--- src/rtl/nibble_serial_alu_ctrl.sv ---
// rtl/nibble_serial_alu_ctrl.sv - wide add/subtract sequenced one nibble per clock through a single 4-bit adder
// Operands are latched on start; the carry is registered between nibbles and the result is flagged by a done pulse.

module adder (
   input  logic [3:0] a,
   input  logic [3:0] b,
   input  logic       c_in,
   output logic [3:0] s_out,
   output logic       c_out
);
   logic [4:0] c;

   always_comb begin
      c    = '0;
      c[0] = c_in;
      for (int i = 0; i < 4; i++) begin
         s_out[i] = a[i] ^ b[i] ^ c[i];
         c[i+1]   = (a[i] & b[i]) | (c[i] & (a[i] ^ b[i]));
      end
   end

   assign c_out = c[4];
endmodule

module nibble_serial_alu_ctrl #(
   parameter int NIBBLES = 4
) (
   input  logic                   clk,
   input  logic                   rst_n,
   input  logic                   start,
   input  logic                   sub,
   input  logic [4*NIBBLES-1:0]   a,
   input  logic [4*NIBBLES-1:0]   b,
   output logic                   ready,
   output logic                   busy,
   output logic                   done,
   output logic [4*NIBBLES-1:0]   result,
   output logic                   c_out,
   output logic                   overflow
);
   localparam int W  = 4 * NIBBLES;
   localparam int IW = (NIBBLES > 1) ? $clog2(NIBBLES) : 1;

   typedef enum logic [1:0] {S_IDLE, S_RUN, S_DONE} state_t;

   state_t         state_q, state_d;
   logic [W-1:0]   a_q, a_d, b_q, b_d, result_q, result_d;
   logic [IW-1:0]  idx_q, idx_d;
   logic           sub_q, sub_d, carry_q, carry_d;
   logic           c_out_q, c_out_d, ovf_q, ovf_d;
   logic [3:0]     nib_a, nib_b_raw, nib_b, sum_nib;
   logic           sum_c, last_nib;

   assign last_nib = (idx_q == IW'(NIBBLES - 1));

   // State register
   always_ff @(posedge clk) begin
      if (!rst_n) state_q <= S_IDLE;
      else        state_q <= state_d;
   end

   // Next-state logic
   always_comb begin
      state_d = state_q;
      case (state_q)
         S_IDLE:  if (start)    state_d = S_RUN;
         S_RUN:   if (last_nib) state_d = S_DONE;
         S_DONE:                state_d = S_IDLE;
         default:               state_d = S_IDLE;
      endcase
   end

   // Output logic
   always_comb begin
      ready = (state_q == S_IDLE);
      busy  = (state_q == S_RUN);
      done  = (state_q == S_DONE);
   end

   always_comb begin
      nib_a     = '0;
      nib_b_raw = '0;
      for (int i = 0; i < NIBBLES; i++) begin
         if (idx_q == IW'(i)) begin
            nib_a     = a_q[i*4 +: 4];
            nib_b_raw = b_q[i*4 +: 4];
         end
      end
   end

   // Subtract is a + ~b + 1: invert B per nibble, seed the carry with sub
   assign nib_b = nib_b_raw ^ {4{sub_q}};

   adder u_adder (
      .a     (nib_a),
      .b     (nib_b),
      .c_in  (carry_q),
      .s_out (sum_nib),
      .c_out (sum_c)
   );

   always_comb begin
      a_d      = a_q;
      b_d      = b_q;
      sub_d    = sub_q;
      carry_d  = carry_q;
      idx_d    = idx_q;
      result_d = result_q;
      c_out_d  = c_out_q;
      ovf_d    = ovf_q;
      case (state_q)
         S_IDLE: begin
            if (start) begin
               a_d     = a;
               b_d     = b;
               sub_d   = sub;
               carry_d = sub;
               idx_d   = '0;
            end
         end
         S_RUN: begin
            for (int i = 0; i < NIBBLES; i++) begin
               if (idx_q == IW'(i)) result_d[i*4 +: 4] = sum_nib;
            end
            carry_d = sum_c;
            if (last_nib) begin
               c_out_d = sum_c;
               ovf_d   = (nib_a[3] == nib_b[3]) && (sum_nib[3] != nib_a[3]);
            end else begin
               idx_d = idx_q + IW'(1);
            end
         end
         default: ;
      endcase
   end

   always_ff @(posedge clk) begin
      if (!rst_n) begin
         a_q      <= '0;
         b_q      <= '0;
         sub_q    <= 1'b0;
         carry_q  <= 1'b0;
         idx_q    <= '0;
         result_q <= '0;
         c_out_q  <= 1'b0;
         ovf_q    <= 1'b0;
      end else begin
         a_q      <= a_d;
         b_q      <= b_d;
         sub_q    <= sub_d;
         carry_q  <= carry_d;
         idx_q    <= idx_d;
         result_q <= result_d;
         c_out_q  <= c_out_d;
         ovf_q    <= ovf_d;
      end
   end

   assign result   = result_q;
   assign c_out    = c_out_q;
   assign overflow = ovf_q;
endmodule

--- config.mk ---
export PLATFORM = sky130hd
export DESIGN_NAME = nibble_serial_alu_ctrl
export DESIGN_NICKNAME = d
export VERILOG_FILES = /design/src/rtl/nibble_serial_alu_ctrl.sv
export SDC_FILE = /design/constraint.sdc
export NUM_CORES = 1
export LEC_CHECK = 0
export BUFFER_PORTS_ARGS = -buffer_cell sky130_fd_sc_hd__buf_2
export CAP_MARGIN = 0
export CORE_MARGIN = 10
export CORE_UTILIZATION = 36
export DETAILED_ROUTE_END_ITERATION = 10
export GPL_ROUTABILITY_DRIVEN = 0
export RECOVER_POWER = 50
export SLEW_MARGIN = 30
export SYNTH_ARGS = -nofsm -noshare
export SYNTH_HDL_FRONTEND = slang
export SYNTH_HIERARCHICAL = 1
export SYNTH_SLANG_ARGS = --single-unit
--- constraint.sdc ---
create_clock -name clk -period 5 [get_ports clk]
set_clock_uncertainty 0.15 [all_clocks]
set_input_delay 1 -clock clk [delete_from_list [all_inputs] [get_ports clk]]
set_output_delay 1 -clock clk [all_outputs]
set_load 0.005 [all_outputs]
# Word-level counts from Yosys, hierarchy flattened
# Cells that the tools add are included.
[word_totals]
inputBits = 36
register_bits = 56
wordCells = 72
out_inout_bits = 21
[op_classes]
eq_ne = 10
add_sub_neg = 1
n_mux = 16
n_bitwise = 21
n_reduce_logical = 12
[ops]
columns = ["cell", "count"]
rows = [
  ["$mux 4", 8],
  ["$reduce_and 2->1", 7],
  ["$and 1x1->1", 8],
  ["$mux 2", 4],
  ["$pmux 2 s2", 2],
  ["$xor 1x1->1", 8],
  ["$eq 2x2->1 const B", 3],
  ["$eq 2x1->1 const B", 2],
  ["$logic_not 2->1", 2],
  ["$ne 2x2->1 const B", 2],
  ["$or 1x1->1", 4],
  ["$xor 4x4->4", 1],
  ["$reduce_and 3->1", 1],
  ["$add 2x1->2 const B", 1],
  ["$ne 2x1->1 const B", 1],
  ["$pmux 1 s2", 1],
  ["$reduce_bool 2->1", 1],
  ["$eq 1x1->1", 1],
  ["$logic_and 1x1->1", 1],
  ["$mux 1", 1],
  ["$ne 1x1->1", 1],
]

# Logic depth before layout (Yosys ltp)
[logic_depth]
depth_word = 16
mapped_depth = 20
ltp_nobuf = 18

# Hierarchy
# Netlist, hierarchy kept.
[by_module_without_submodules]
columns = ["mod", "instances", "cells_each", "area_each_um2"]
rows = [
  ["nibble_serial_alu_ctrl", 1, 315, 2587.5],
  ["adder", 1, 14, 117.6],
]

# Least setup slack after synthesis
# No wires, ideal clock.
[synth_timing]
path_kind = "register -> register"
from = "register idx_q[0]"
to = "register ovf_q, in the netlist overflow"
slack_ns = 1.399
stages_incl_launch_ff = 20
synth_period_minus_slack_ns = 3.601
setup_time_ns = 0.060
arrival_time_ns = 3.391
n_path_buf = 2
path_cell_list = "dfxtp_1 > inv_1 > ha_1 > buf_2 > buf_1 > a21oi_1 > a21oi_1 > o21ai_0 > fa_1 > inv_1 > fa_1 > inv_1 > fa_1 > inv_1 > fa_1 > inv_1 > nor2b_1 > nor3_1 > mux2i_1 > o2111a_1"
[synth_lines]
columns = ["item", "line_no", "text"]
rows = [
  ["start, declared", "48", "logic [IW-1:0] idx_q, idx_d;"],
  ["start signal, assigned", "152", "idx_q <= idx_d;"],
  ["$logic_not 2->1", "84", "if (idx_q == IW'(i)) begin"],
  ["$mux 4 (3 in series)", "84", ""],
  ["$mux 4 (*)", "84", ""],
  ["named net nib_a[0]", "51", "logic [3:0] nib_a, nib_b_raw, nib_b, sum_nib;"],
  ["$xor 1x1->1", "18", "c[i+1] = (a[i] & b[i]) | (c[i] & (a[i] ^ b[i]));"],
  ["$and 1x1->1", "18", ""],
  ["$or 1x1->1 (*)", "18", ""],
  ["$and 1x1->1 (*)", "18", ""],
  ["$or 1x1->1 (*)", "18", ""],
  ["$and 1x1->1 (*)", "18", ""],
  ["$or 1x1->1 (*)", "18", ""],
  ["$xor 1x1->1 (*)", "17", "s_out[i] = a[i] ^ b[i] ^ c[i];"],
  ["named net sum_nib[3]", "51", ""],
  ["$ne 1x1->1 (*)", "128", "ovf_d = (nib_a[3] == nib_b[3]) && (sum_nib[3] != nib_a[3]);"],
  ["$logic_and 1x1->1 (*)", "128", ""],
  ["end signal, assigned", "155", "ovf_q <= ovf_d;"],
  ["end, declared", "50", "logic c_out_q, c_out_d, ovf_q, ovf_d;"],
]
# Mark *: on every way through the listed nets, which the timed path passes. The rest lies on a longest branch.
# A chain may end at the register's enable or synchronous reset.

# Worst setup path in the final report
# Same ends and word-level chain as after synthesis.

==> reports/qor.yml <==
status: "finished, violations left"
violations: "capacitance limit, slew limit"
r2r_setup_slack_ns: 0.94
drtPass1Iterations: 4
grt_pass1_vias: 2300
hold_depth: 2
hold_path_end: "result[10]"
coreArea_mm2: 0.00729
use_met2: 0.184
worstHoldStart: "result[10]"
synth_nets: 373
vias_per_cell: 4.67
dieArea_mm2: 0.0114
syn_area_mm2: 0.00271
diodes: 0
hold_viol: 0
ys_top_cells_by_area: "dfxtp_1, nand2_1, a21boi_0, fa_1, a21oi_1"
cts-resized-gates: 0
antenna_found_initial: 0
fillCellCount: 814
crit_arrival_ns: 4.16
io_pins: 57
postCtsHoldBufs: 0
tns_ns: 0
synth.avg_cell_area_um2: 8.22
top_usage_layer: "met2"
rsz0062_at_grt: "no"
placementRows: 31
h-tree-depth: 2
worst_pin_slew_ns: 1.90
cp.required_ns: 5.10
period_minus_slack_ns: 4.06
port_buffers: 56
postCtsSetupRepairBufs: 0
rr_worst_depth: 17
yosysUniqueCellTypes: 37
syn_inst: 329
vias: 2198
power_switching_mw: 0.245
grt_max_degree: 57
ys_seq_area_frac: 0.414
cts_tree: "done"
worstReg2RegEnd: "overflow"
clk_path_buf_depth: 2
ys_ff_latch: 56
seqCellArea_mm2: 0.00112
clock_power_share: 0.317
nNetsFinal: 415
hpwl_mm: 4.64
max_slew_margin: -0.265
hold_class: "register to register"
drv_slew: 57
wl_per_cell_um: 13.2
setup_slack_ns: 0.942
initial_core_util: 0.371
drtAntennaViolNets: 0
grt.total_usage: 0.112
cap_violations: 1
crit_fanout: 20
fmax_ghz: 0.246
p_leak_nw: 1.23
p_comb_frac: 0.158
wl_mm: 6.22
setup_viol: 0
min_period_over_period: 0.812
ir_worst_vdd_mv: 0.107
multi_input_area_mm2: 0.00140
grt_pass1_wl_mm: 10.7
powerDensity_mw_per_mm2: 298
clk_pin_slew_worst_paths_ns: 0.10
use_met1: 0.134
area_growth_pct: 14.6
synth_top_area_cell: "dfxtp_1"
switching_share: 0.265
dieHeight_um: 107
start_kind: "register"
use_met3: 0.0341
timing.rr.start: "idx_q[0]"
numClockSinks: 56
cp-end-kind: "register"
die_x_um: 107
drt_iter0_drc: 61
p_int_mw: 0.679
preCtsSetupSlack_ns: 0.983
yosysWarnings: 6
gr-total-overflow: 0
cts-buffers-inserted: 5
clk_latency_ns: 0.31
drc: 0
clock-root-buffer: "clkbuf_8"
seqPwrFrac: 0.525
synthDominantCellAreaShare: 0.414
crit_type: "register to register"
drive_gt1_frac: 0.180
==> cell usage after synthesis, drive strengths merged <==
cell type  number
fa              4
and3            1
buf            15
nand2         101
o21ai           8
inv            17
a22oi           4
a31oi           1
xnor2           4
and2            1
nor2b           9
a211oi          2
mux2i           5
clkbuf          7
a21oi          15
nor3            5
dfxtp          56
and2b           1
nand3b          6
ha              4
nand3           9
nand2b          1
o2111a          1
a21boi         47
nor3b           3
nor2            2
==> critical path, stage by stage (launching register included) <==
cell	delay (ns)
dfxtp_1	0.41
ha_1	0.59
nand3b_1	0.19
a21oi_1	0.07
a21oi_1	0.14
o21ai_0	0.13
fa_1	0.45
inv_1	0.08
fa_1	0.16
inv_1	0.05
fa_1	0.36
inv_1	0.08
fa_1	0.40
inv_1	0.16
nor2b_1	0.20
nor3_1	0.07
mux2i_1	0.14
o2111a_1	0.19
==> cells in the final DEF (no fill, tap or decap), types with 2 or more instances in the layout <==
cell	instances
nand2_1	100
dfxtp_1	56
buf_2	51
a21boi_0	47
inv_1	16
a21oi_1	15
nor2b_1	9
nand3_1	9
o21ai_0	8
clkbuf_1	6
mux2i_1	5
nor3_1	5
clkbuf_8	5
nand3b_1	4
xnor2_1	4
a22oi_1	4
ha_1	4
fa_1	4
nor2_1	2
==> per-layer routing <==
metal / share of wire / wire [µm]
met5: 0 / 0
met2: 0.46 / 2860
met4: 0.015 / 92
met3: 0.054 / 333
met1: 0.47 / 2930
==> worst max-delay path by stage <==
stage          slack [ns]     start        to  cells past startpoint
6_report             0.94  idx_q[0]  overflow                     17
5_1_grt              0.58  idx_q[0]  overflow                     18
4_1_cts              0.96  idx_q[0]  overflow                     18
3_5_place_dp         0.98  idx_q[0]  overflow                     18
3_3_place_gp         1.14  idx_q[0]  overflow                     17
2_1_floorplan        1.40  idx_q[0]  overflow                     19
==> power by group through the flow <==
stage / registers, mW / clock network (mW) / logic [mW]
3_5_place_dp: 0.496 / 0 / 0.148
5_1_grt: 0.489 / 0.318 / 0.168
6_report: 0.485 / 0.293 / 0.146
2_1_floorplan: 0.490 / 0 / 0.109
3_3_place_gp: 0.496 / 0 / 0.144
4_1_cts: 0.486 / 0.300 / 0.148
==> cell type report <==
type | count | share of cell area
multi-input cells | 234 | 0.452
flip-flops and latches | 56 | 0.362
repair buffers | 57 | 0.0908
clock buffers | 6 | 0.0234
well taps | 99 | 0.0400
inverters | 17 | 0.0206
clock inverters | 2 | 0.0113
==> state kept, by name, indices dropped and copies added (netlist names) <==
name,cells
state_q,2
carry_q,1
a_q,16
idx_q,2
result,16
sub_q,1
c_out,1
b_q,16
overflow,1
==> metrics by stage <==
stage | area, µm² | hold slack [ns] | power (mW) | util | std cells
after CTS | 3110 | 0.313 | 0.934 | 0.426 | 471
after global placement | 3000 | 0.296 | 0.639 | 0.411 | 463
final | 3100 | 0.319 | 0.924 | 0.425 | 471
after floorplan | 2710 | 0.285 | 0.599 | - | 329
after detailed placement | 3000 | 0.300 | 0.644 | 0.411 | 463
after global routing | 3100 | 0.345 | 0.975 | 0.425 | 471
==> kinds of logic (layout without fill, tap and decap cells) <==
kind of cell	after synthesis	in the layout	synth area share
buf+inv	39	82	0.0671
fa+ha+maj	8	8	0.0481
flops	56	56	0.414
compound gates	78	78	0.201
simple gates	139	139	0.238
xor+xnor	4	4	0.0129
mux	5	5	0.0185
Power figures use the tool's default switching activity.
